--- src/rtl/legv8_pkg.sv ---
// Shared definitions for the multi-cycle LEGv8 control path: opcodes,
// ALUOp / mux select encodings, opcode classes and the FSM state set.
package legv8_pkg;

    // Full 11-bit opcodes (inst[31:21])
    localparam logic [10:0] OP_ADD  = 11'b10001011000;
    localparam logic [10:0] OP_SUB  = 11'b11001011000;
    localparam logic [10:0] OP_AND  = 11'b10001010000;
    localparam logic [10:0] OP_ORR  = 11'b10101010000;
    localparam logic [10:0] OP_LDUR = 11'b11111000010;
    localparam logic [10:0] OP_STUR = 11'b11111000000;

    // Short-opcode formats are matched on their prefix only
    localparam logic [7:0]  OP_CBZ_PFX = 8'b10110100;
    localparam logic [5:0]  OP_B_PFX   = 6'b000101;

    // ALUOp driven into the ALU control decoder
    localparam logic [1:0] ALUOP_ADD   = 2'b00;
    localparam logic [1:0] ALUOP_PASSB = 2'b01;
    localparam logic [1:0] ALUOP_RTYPE = 2'b10;

    // PC source mux
    localparam logic [1:0] PC_SRC_ALU    = 2'd0;
    localparam logic [1:0] PC_SRC_ALUOUT = 2'd1;
    localparam logic [1:0] PC_SRC_BTGT   = 2'd2;

    // ALU B-operand mux
    localparam logic [1:0] ALUB_REG     = 2'd0;
    localparam logic [1:0] ALUB_FOUR    = 2'd1;
    localparam logic [1:0] ALUB_IMM     = 2'd2;
    localparam logic [1:0] ALUB_IMM_SH2 = 2'd3;

    typedef enum logic [2:0] {
        CLS_RTYPE   = 3'd0,
        CLS_LOAD    = 3'd1,
        CLS_STORE   = 3'd2,
        CLS_CBZ     = 3'd3,
        CLS_B       = 3'd4,
        CLS_ILLEGAL = 3'd5
    } op_class_t;

    typedef enum logic [3:0] {
        ST_FETCH     = 4'd0,
        ST_DECODE    = 4'd1,
        ST_EXEC_R    = 4'd2,
        ST_WB_R      = 4'd3,
        ST_ADDR      = 4'd4,
        ST_MEM_RD    = 4'd5,
        ST_WB_MEM    = 4'd6,
        ST_MEM_WR    = 4'd7,
        ST_BRANCH_CB = 4'd8,
        ST_BRANCH_U  = 4'd9,
        ST_TRAP      = 4'd10
    } state_t;

endpackage

--- src/rtl/legv8_opcode_class.sv ---
// Combinational opcode -> instruction class decode. Full-opcode matches are
// checked before the short-prefix formats so the first match wins.
module legv8_opcode_class
    import legv8_pkg::*;
(
    input  logic [10:0] i_opcode,
    output op_class_t   o_class
);

    // Priority decode of the opcode field
    always_comb begin
        o_class = CLS_ILLEGAL;
        if (i_opcode == OP_ADD || i_opcode == OP_SUB ||
            i_opcode == OP_AND || i_opcode == OP_ORR) begin
            o_class = CLS_RTYPE;
        end else if (i_opcode == OP_LDUR) begin
            o_class = CLS_LOAD;
        end else if (i_opcode == OP_STUR) begin
            o_class = CLS_STORE;
        end else if (i_opcode[10:3] == OP_CBZ_PFX) begin
            o_class = CLS_CBZ;
        end else if (i_opcode[10:5] == OP_B_PFX) begin
            o_class = CLS_B;
        end
    end

endmodule

--- src/rtl/legv8_multicycle_ctrl.sv ---
// Main control FSM for the multi-cycle LEGv8 datapath, with retired-
// instruction counter and sticky illegal-opcode flag.
//
//   state        | meaning
//   -------------+-------------------------------------------------------
//   FETCH        | read IR from memory at PC, PC <= PC+4 on mem_ready
//   DECODE       | classify opcode, ALUOut <= PC + (imm<<2)
//   EXEC_R       | R-type ALU operation on A, B
//   WB_R         | write ALUOut to Rd, retire
//   ADDR         | effective address A + sign-ext imm
//   MEM_RD       | load access, held until mem_ready
//   WB_MEM       | write MDR to Rt, retire
//   MEM_WR       | store access, retire on mem_ready
//   BRANCH_CB    | CBZ: PC <= ALUOut when zero, retire
//   BRANCH_U     | B: PC <= branch target, retire
//   TRAP         | unknown opcode, parked until reset
module legv8_multicycle_ctrl
    import legv8_pkg::*;
#(
    parameter int CNT_W = 32,
    parameter int OPC_W = 11
) (
    input  logic             clk,
    input  logic             reset,
    input  logic [OPC_W-1:0] opcode,
    input  logic             zero,
    input  logic             mem_ready,
    output logic             mem_req,
    output logic             mem_read,
    output logic             mem_write,
    output logic             i_or_d,
    output logic             ir_write,
    output logic             pc_write,
    output logic             pc_write_cond,
    output logic [1:0]       pc_src,
    output logic             alu_src_a,
    output logic [1:0]       alu_src_b,
    output logic [1:0]       alu_op,
    output logic             reg2loc,
    output logic             reg_write,
    output logic             mem_to_reg,
    output logic             illegal,
    output logic [CNT_W-1:0] retired,
    output logic [3:0]       state
);

    state_t           r_state;
    state_t           w_next;
    op_class_t        w_class;
    logic             w_retire;
    logic             r_illegal;
    logic [CNT_W-1:0] r_retired;

    // The zero flag gates pc_write_cond inside the datapath; it is carried
    // through this block only so the port list matches the datapath wiring.
    logic w_zero_unused;
    assign w_zero_unused = zero;

    legv8_opcode_class u_opcode_class (
        .i_opcode (opcode[10:0]),
        .o_class  (w_class)
    );

    // Next-state and per-cycle datapath enables; everything held 0 in reset
    always_comb begin
        w_next        = r_state;
        w_retire      = 1'b0;
        mem_req       = 1'b0;
        mem_read      = 1'b0;
        mem_write     = 1'b0;
        i_or_d        = 1'b0;
        ir_write      = 1'b0;
        pc_write      = 1'b0;
        pc_write_cond = 1'b0;
        pc_src        = PC_SRC_ALU;
        alu_src_a     = 1'b0;
        alu_src_b     = ALUB_REG;
        alu_op        = ALUOP_ADD;
        reg2loc       = 1'b0;
        reg_write     = 1'b0;
        mem_to_reg    = 1'b0;
        if (!reset) begin
            case (r_state)
                ST_FETCH: begin
                    mem_req   = 1'b1;
                    mem_read  = 1'b1;
                    alu_src_b = ALUB_FOUR;
                    if (mem_ready) begin
                        ir_write = 1'b1;
                        pc_write = 1'b1;
                        w_next   = ST_DECODE;
                    end
                end
                ST_DECODE: begin
                    alu_src_b = ALUB_IMM_SH2;
                    reg2loc   = (w_class == CLS_STORE) || (w_class == CLS_CBZ);
                    case (w_class)
                        CLS_RTYPE: w_next = ST_EXEC_R;
                        CLS_LOAD,
                        CLS_STORE: w_next = ST_ADDR;
                        CLS_CBZ:   w_next = ST_BRANCH_CB;
                        CLS_B:     w_next = ST_BRANCH_U;
                        default:   w_next = ST_TRAP;
                    endcase
                end
                ST_EXEC_R: begin
                    alu_src_a = 1'b1;
                    alu_src_b = ALUB_REG;
                    alu_op    = ALUOP_RTYPE;
                    w_next    = ST_WB_R;
                end
                ST_WB_R: begin
                    reg_write = 1'b1;
                    w_retire  = 1'b1;
                    w_next    = ST_FETCH;
                end
                ST_ADDR: begin
                    alu_src_a = 1'b1;
                    alu_src_b = ALUB_IMM;
                    w_next    = (w_class == CLS_LOAD) ? ST_MEM_RD : ST_MEM_WR;
                end
                ST_MEM_RD: begin
                    mem_req  = 1'b1;
                    mem_read = 1'b1;
                    i_or_d   = 1'b1;
                    if (mem_ready) begin
                        w_next = ST_WB_MEM;
                    end
                end
                ST_WB_MEM: begin
                    reg_write  = 1'b1;
                    mem_to_reg = 1'b1;
                    w_retire   = 1'b1;
                    w_next     = ST_FETCH;
                end
                ST_MEM_WR: begin
                    mem_req   = 1'b1;
                    mem_write = 1'b1;
                    i_or_d    = 1'b1;
                    reg2loc   = 1'b1;
                    if (mem_ready) begin
                        w_retire = 1'b1;
                        w_next   = ST_FETCH;
                    end
                end
                ST_BRANCH_CB: begin
                    alu_src_a     = 1'b1;
                    alu_src_b     = ALUB_REG;
                    alu_op        = ALUOP_PASSB;
                    pc_write_cond = 1'b1;
                    pc_src        = PC_SRC_ALUOUT;
                    w_retire      = 1'b1;
                    w_next        = ST_FETCH;
                end
                ST_BRANCH_U: begin
                    pc_write = 1'b1;
                    pc_src   = PC_SRC_BTGT;
                    w_retire = 1'b1;
                    w_next   = ST_FETCH;
                end
                ST_TRAP: begin
                    w_next = ST_TRAP;
                end
                default: begin
                    w_next = ST_FETCH;
                end
            endcase
        end
    end

    // State register, sticky illegal flag and wrapping retire counter
    always_ff @(posedge clk) begin
        if (reset) begin
            r_state   <= ST_FETCH;
            r_illegal <= 1'b0;
            r_retired <= '0;
        end else begin
            r_state <= w_next;
            if (w_next == ST_TRAP) begin
                r_illegal <= 1'b1;
            end
            if (w_retire) begin
                r_retired <= r_retired + {{(CNT_W-1){1'b0}}, 1'b1};
            end
        end
    end

    assign illegal = reset ? 1'b0 : r_illegal;
    assign retired = reset ? '0 : r_retired;
    assign state   = reset ? ST_FETCH : r_state;

endmodule

--- config.mk ---
export PLATFORM = sky130hd
export DESIGN_NAME = legv8_multicycle_ctrl
export DESIGN_NICKNAME = d
export VERILOG_FILES = /design/src/rtl/legv8_pkg.sv /design/src/rtl/legv8_opcode_class.sv /design/src/rtl/legv8_multicycle_ctrl.sv
export SDC_FILE = /design/constraint.sdc
export NUM_CORES = 1
export LEC_CHECK = 0
export BUFFER_PORTS_ARGS = -buffer_cell sky130_fd_sc_hd__buf_4
export CORE_MARGIN = 3
export CORE_UTILIZATION = 58
export CTS_BUF_LIST = sky130_fd_sc_hd__clkbuf_4
export CTS_CLUSTER_DIAMETER = 80
export DETAILED_ROUTE_END_ITERATION = 7
export HOLD_SLACK_MARGIN = 0.1
export PLACE_DENSITY = 0.87
export SLEW_MARGIN = 5
export SYNTH_ARGS = -nofsm -noshare
export SYNTH_HDL_FRONTEND = slang
export SYNTH_SLANG_ARGS = --single-unit
--- constraint.sdc ---
create_clock -name clk -period 3.4 [get_ports clk]
set_input_delay 0.17 -clock clk [delete_from_list [all_inputs] [get_ports clk]]
set_output_delay 0.17 -clock clk [all_outputs]
set_load 0.05 [all_outputs]
# --- After elaboration in Yosys (flattened, before gate mapping) ---
# Index checks and enable logic that the tools add are counted.
# W data, S select, Z words.
word_totals:
  word_cells: 86
  output_inout_bits: 54
  register_bits: 37
  input_bits: 15
classes:
  eq_ne: 23
  mux: 46
  reduce_logical: 13
  n_addsub: 1
ops:
  columns: ["operator", "count"]
  rows:
  - ["$eq A11 B11 Y1 const B", 6]
  - ["$add A32 B1 Y32 const B", 1]
  - ["$mux W32", 1]
  - ["$pmux W4 S7", 1]
  - ["$mux W1", 24]
  - ["$mux W4", 5]
  - ["$eq A4 B3 Y1 const B", 4]
  - ["$eq A4 B4 Y1 const B", 4]
  - ["$pmux W4 S4", 1]
  - ["$mux W3", 4]
  - ["$eq A4 B2 Y1 const B", 2]
  - ["$eq A8 B8 Y1 const B", 1]
  - ["$mux W2", 4]
  - ["$pmux W2 S2", 2]
  - ["$reduce_or A2 Y1", 4]
  - ["$eq A3 B2 Y1 const B", 2]
  - ["$eq A6 B3 Y1 const B", 1]
  - ["$pmux W1 S2", 3]
  - ["$pmux W2 S3", 1]
  - ["$reduce_or A3 Y1", 2]
  - ["$eq A4 B1 Y1 const B", 1]
  - ["$logic_not A4 Y1", 1]
  - ["$logic_or A1 B1 Y1", 4]
  - ["$reduce_or A4 Y1", 1]
  - ["3 further kinds", 3]

# --- Longest topological paths before layout ---
depth:
  depth_word: 12
  depth_mapped: 7
  mapped_depth_nobuf: 5

# --- By module ---
# From an unflattened synthesis, not the netlist that was laid out.
unflattened:
  cells_unflattened: 316
  hier_area_um2: 2468.6
modules_own_cells:
  columns: ["mod", "area_per_inst_um2", "seq_area_each_um2", "instances", "cells_each"]
  rows:
  - ["legv8_multicycle_ctrl", 2344.7, 740.7, 1, 301]
  - ["legv8_opcode_class", 123.9, 0.0, 1, 15]

# --- Least setup slack after synthesis ---
# No wires, ideal clock.
synth_path:
  kind: "register to output"
  startpoint: "register r_state[1]"
  endpoint: "output reg_write"
  arrival_ps: 2794
  path_stages_with_launch: 5
  path_slack_ps: 436
  n_path_buf: 2
  required_ps: 3230
  cell_sequence: "dfxtp_1 buf_2 clkbuf_1 nor2b_1 nor3b_1"
synth_via:
  elab_chain_len: 4
  elab_cells_between_ends: 5
  classes_between: "eq/ne: 2; mux: 2; reduce/logical: 1"
synth_lines:
  columns: ["item", "line", "text"]
  rows:
  - ["start: declaration", "legv8_multicycle_ctrl.sv:47", "state_t r_state;"]
  - ["start signal: assignment", "legv8_multicycle_ctrl.sv:178", "r_state <= w_next;"]
  - ["$eq A4 B3 Y1 or $eq A4 B2 Y1 (tied branches)", "legv8_multicycle_ctrl.sv:83", "case (r_state)"]
  - ["$reduce_or A2 Y1 (no line) (*)", null, null]
  - ["$mux W1 (*)", "legv8_multicycle_ctrl.sv:83", null]
  - ["$mux W1 (*)", "legv8_multicycle_ctrl.sv:82", "if (!reset) begin"]
  - ["end: declaration", "legv8_multicycle_ctrl.sv:40", "output logic reg_write,"]
# Every way passes the cells marked *; elsewhere a longest branch is shown, timed or not.

# --- Worst setup path in the final report ---
layout_path:
  startpoint: "register r_state[3]"
  endpoint: "register r_retired[20]"
layout_via:
  elab_chain_len: 4
  elab_cells_between_ends: 8
  classes_between: "eq/ne: 5; mux: 2; reduce/logical: 1"
layout_lines:
  columns: ["item", "line", "text"]
  rows:
  - ["$eq A4 B4 Y1, or another cell as far along", "legv8_multicycle_ctrl.sv:83", null]
  - ["$reduce_or A4 Y1 (no line)", null, null]
  - ["$pmux W1 S2 (*)", "legv8_multicycle_ctrl.sv:83", null]
  - ["$mux W1 (*)", "legv8_multicycle_ctrl.sv:82", null]
  - ["end signal: assignment", "legv8_multicycle_ctrl.sv:183", "r_retired <= r_retired + {{(CNT_W-1){1'b0}}, 1'b1};"]
  - ["end: declaration", "legv8_multicycle_ctrl.sv:52", "logic [CNT_W-1:0] r_retired;"]
# Marks and branches as above.
# A chain may end at the register's enable or synchronous reset.

==> flow_results.org <==
** Min path
- The path class of the tightest hold or removal check is in2reg.

** Synth
- Syn Nets :: 320
- Ys Warns :: 0
- Netlist area before placement :: 2320 um2
- Yosys mapped a number of flops with a built-in enable equal to 0.
- Of all flip-flops after synthesis, the portion carrying an async set or reset was 0.
- Dominant cell by count in the synthesized netlist :: dfxtp_1
- Count of distinct cell types in the synthesized netlist :: between 40 and 50
- The commonest cells after synthesis are dfxtp_1 (37), nor2b_1 (36), nor2_1 (35), nand2_1 (26), o21ai_0 (19).
- The synthesized design contains 37 register bits.
- Each instance of the synthesized netlist takes up on average between 7 and 8 um2.
- Cell types occupying the most area after synthesis :: dfxtp_1 (32%), nor2b_1 (9.7%), mux2_2 (6.3%)
- Proportion of netlist area held by the largest area contributor :: 0.319
- Of the synthesized area, sequential elements account for 0.319.
- After technology mapping, the gate count stands at about 300.
- The largest total area in the synthesized netlist belongs to dfxtp_1.
- The most used flip-flop cell after synthesis is dfxtp_1.

** Power
- Pwr/cell area :: between 400 and 500 nW/um2
- Of the total power, the share spent switching nets is 0.429.
- The share of total power dissipated in combinational logic is 0.395.
- Net switching power :: 0.000532 W
- Worst IR Drop VDD :: roughly 0.4 mV
- Leak pwr :: ~1.3 nW
- Of the total power, the clock network draws 0.190.
- The share of total power dissipated in sequential elements is 0.415.
- The internal power of the cells totals 0.000709 W.

** Timing
- After layout, the minimum clock period comes to approximately 2.5 ns.
- Total setup violations reported at the end of the flow :: 0
- For the final routed database, the setup TNS stands at 0 ns.
- Clock Skew :: 0.0171 ns
- Derived from the worst setup path, the maximum achievable clock frequency is between 400 and 500 MHz.
- Setup repair after global routing left no endpoint under its margin.
- Worst slew margin relative to its limit :: 0.530
- The number of max-slew violations in the final report came to 0.
- Fin. Hold Viols :: 0
- Measured slew at the worst slew-check pin :: a little over 0.7 ns
- Dividing the final minimum period by the clock period gives 0.731.

** Placement
- Buffers added on ports :: 67
- Total half-perimeter wirelength after legalization and detailed placement :: 3960 um
- Including well taps, the total number of placed cells is 402.
- The congestion estimate from routability-driven global placement came to 0.900.

** Clock network
- Clock tree synthesis inserted a total of 5 buffers.
- Post-cts hold buffer count :: 0
- Number of setup buffers added after CTS :: 0
- H-tree lvl count :: 2
- Clock slew at the register clock pins of the worst setup and hold paths :: about 0.12 ns
- Post-CTS Resized :: 0
- Counting every sink on the clock net gives 37.
- Later-pin clock latency in the skew report :: between 0.3 and 0.4 ns
- Maximum count of clock buffers along a single path :: 2
- TritonCTS built the clock tree.
- The tree is rooted in a clkbuf_4.

** Route
- Starting DRT DRC Count :: ~110
- Residual antenna-violating net count after detailed routing :: 0
- For this block, the via count after detailed routing is between 2000 and 2500.
- Average via count per standard cell :: 5.73
- DRC violation count after routing :: 0
- Routed length per placed instance :: around 13 um
- Detailed Route WL :: 5490 um
- First-pass iteration count of the detailed router :: 4

** Critical path
- Critical path required time :: 3.65 ns
- Nature of the critical path startpoint :: flip-flop
- Along the worst path, the maximum fanout reaches 16.
- Register-to-register setup slack :: just over 0.9 ns
- Worst setup EP type :: flip-flop
- At the worst endpoint, the arrival time is roughly 2.7 ns.
- The setup path with the least slack is of type reg2reg.

** Floorplan
- The total area inside the core boundary comes to approximately 3800 um2.
- Die Outline Area :: between 4000 and 5000 um2
- From bottom edge to top edge, the die measures between 60 and 70 um.
- Floorplan row count :: 22
- From left edge to right edge, the die measures slightly below 70 um.
- Number of placed I/O pins :: 69
- Starting density of the core :: 0.616

** Final layout
- NumNets Final :: ~380
- Fraction of layout cells with a size suffix above 1 :: 0.260
- Compared with the post-synthesis result, the final layout area differs by 23.3%.
- Leaving out filler cells and counting taps, the final layout contains 410.
- Number of antenna diodes :: 0

** Global routing
- Antenna violations before repair :: 0
- Largest net degree at the start of global routing :: 78
- Via count of the first global-routing pass :: about 2100
- In the global route stage, overall resource usage came out at 0.223.
- Global-route wire length before repair :: between 9000 and 10000 um
- Remaining Overflow, GRT :: 0

** Run status
- Run status :: finished, final reports clean

** Flow run
- Max-cap check violation count :: 0
## layout by cell type (no fill, tap or decap), types with 2 or more instances in the layout
cell type / n
inv_1: 9
nand2_1: 26
xnor2_1: 4
clkinv_1: 2
nand4_2: 2
and3_1: 4
dfxtp_1: 37
and2_1: 6
clkbuf_4: 5
a21oi_1: 7
a31oi_1: 2
nor2b_1: 36
nand4_1: 9
nand3_1: 11
buf_4: 67
or4_1: 9
nand2b_1: 4
or3_1: 5
or2_2: 3
xor2_1: 3
nor3_1: 18
mux2_2: 13
nor2_1: 35
nor3b_1: 6
o21ai_0: 19
o31ai_1: 2
## worst max-delay path: stages (launching register included)
cell     delay (ns)
dfxtp_1        0.65
nor2b_1        0.24
o21a_1         0.28
nand4_1        0.50
nor3_1         0.35
mux2_2         0.37
## layout make-up
cell class | count | area [um2]
clock buffer | 5 | 37.5
tap | 48 | 60.1
fill | 310 | 907
multi-input combinational | 241 | 1470
inverter | 9 | 33.8
sequential | 37 | 741
timing repair buffer | 67 | 503
clock inverter | 3 | 16.3
## stage by stage
stage / power [W] / instance area, um2 / setup WS, ns / utilization / hold WS [ns]
after CTS: 0.00124 / 2860 / 0.938 / 0.759 / 0.246
after detailed placement: 0.00101 / 2810 / 0.924 / 0.745 / 0.482
after floorplan: 0.000892 / 2320 / 0.436 / - / 0.446
after global routing: 0.00131 / 2860 / 0.664 / 0.759 / 0.292
final: 0.00124 / 2860 / 0.916 / 0.759 / 0.256
after global placement: 0.00101 / 2810 / 0.985 / 0.745 / 0.476
## sequential cells by signal, summed over array words and instances, names as in the netlist
signal / cells
r_state: 4
r_retired: 32
r_illegal: 1
## power by group through the flow
stage / registers, W / logic, W / clock network [W]
2_1_floorplan: 0.000483 / 0.000409 / 0
3_3_place_gp: 0.000523 / 0.000485 / 0
3_5_place_dp: 0.000523 / 0.000487 / 0
4_1_cts: 0.000514 / 0.000490 / 0.000236
5_1_grt: 0.000523 / 0.000527 / 0.000256
6_report: 0.000516 / 0.000490 / 0.000235
## routing by layer
metal | vias up | global-route usage | part of all wire
met1 | 1087 | 0.288 | 0.45
met3 | 6 | 0.0435 | 0.058
li1 | 1179 | - | -
met2 | 77 | 0.381 | 0.49
met4 | 0 | 0.0521 | 0.0078
met5 | - | 0 | 0
## kinds of logic after synthesis
family                   count (synthesis)  synth area share
XOR/XNOR                                 7            0.0264
AND/OR/NAND/NOR                        182             0.436
adder cells (fa/ha/maj)                  1           0.00538
multiplexers                            14            0.0673
AO/OA/AOI/OAI                           37            0.0985
flip-flops                              37             0.319
buffers and inverters                   26            0.0474
## worst paths after layout
kind,from,end,depth (start not counted)
min,opcode[9],r_state[1]$_SDFF_PP0_,4
min reg2reg,r_retired[24]$_SDFFE_PP0P_,r_retired[24]$_SDFFE_PP0P_,1
max reg2reg,r_state[3]$_SDFF_PP0_,r_retired[20]$_SDFFE_PP0P_,5
max,r_state[3]$_SDFF_PP0_,r_retired[20]$_SDFFE_PP0P_,5
Note: power is estimated with default switching activity, not from simulation.
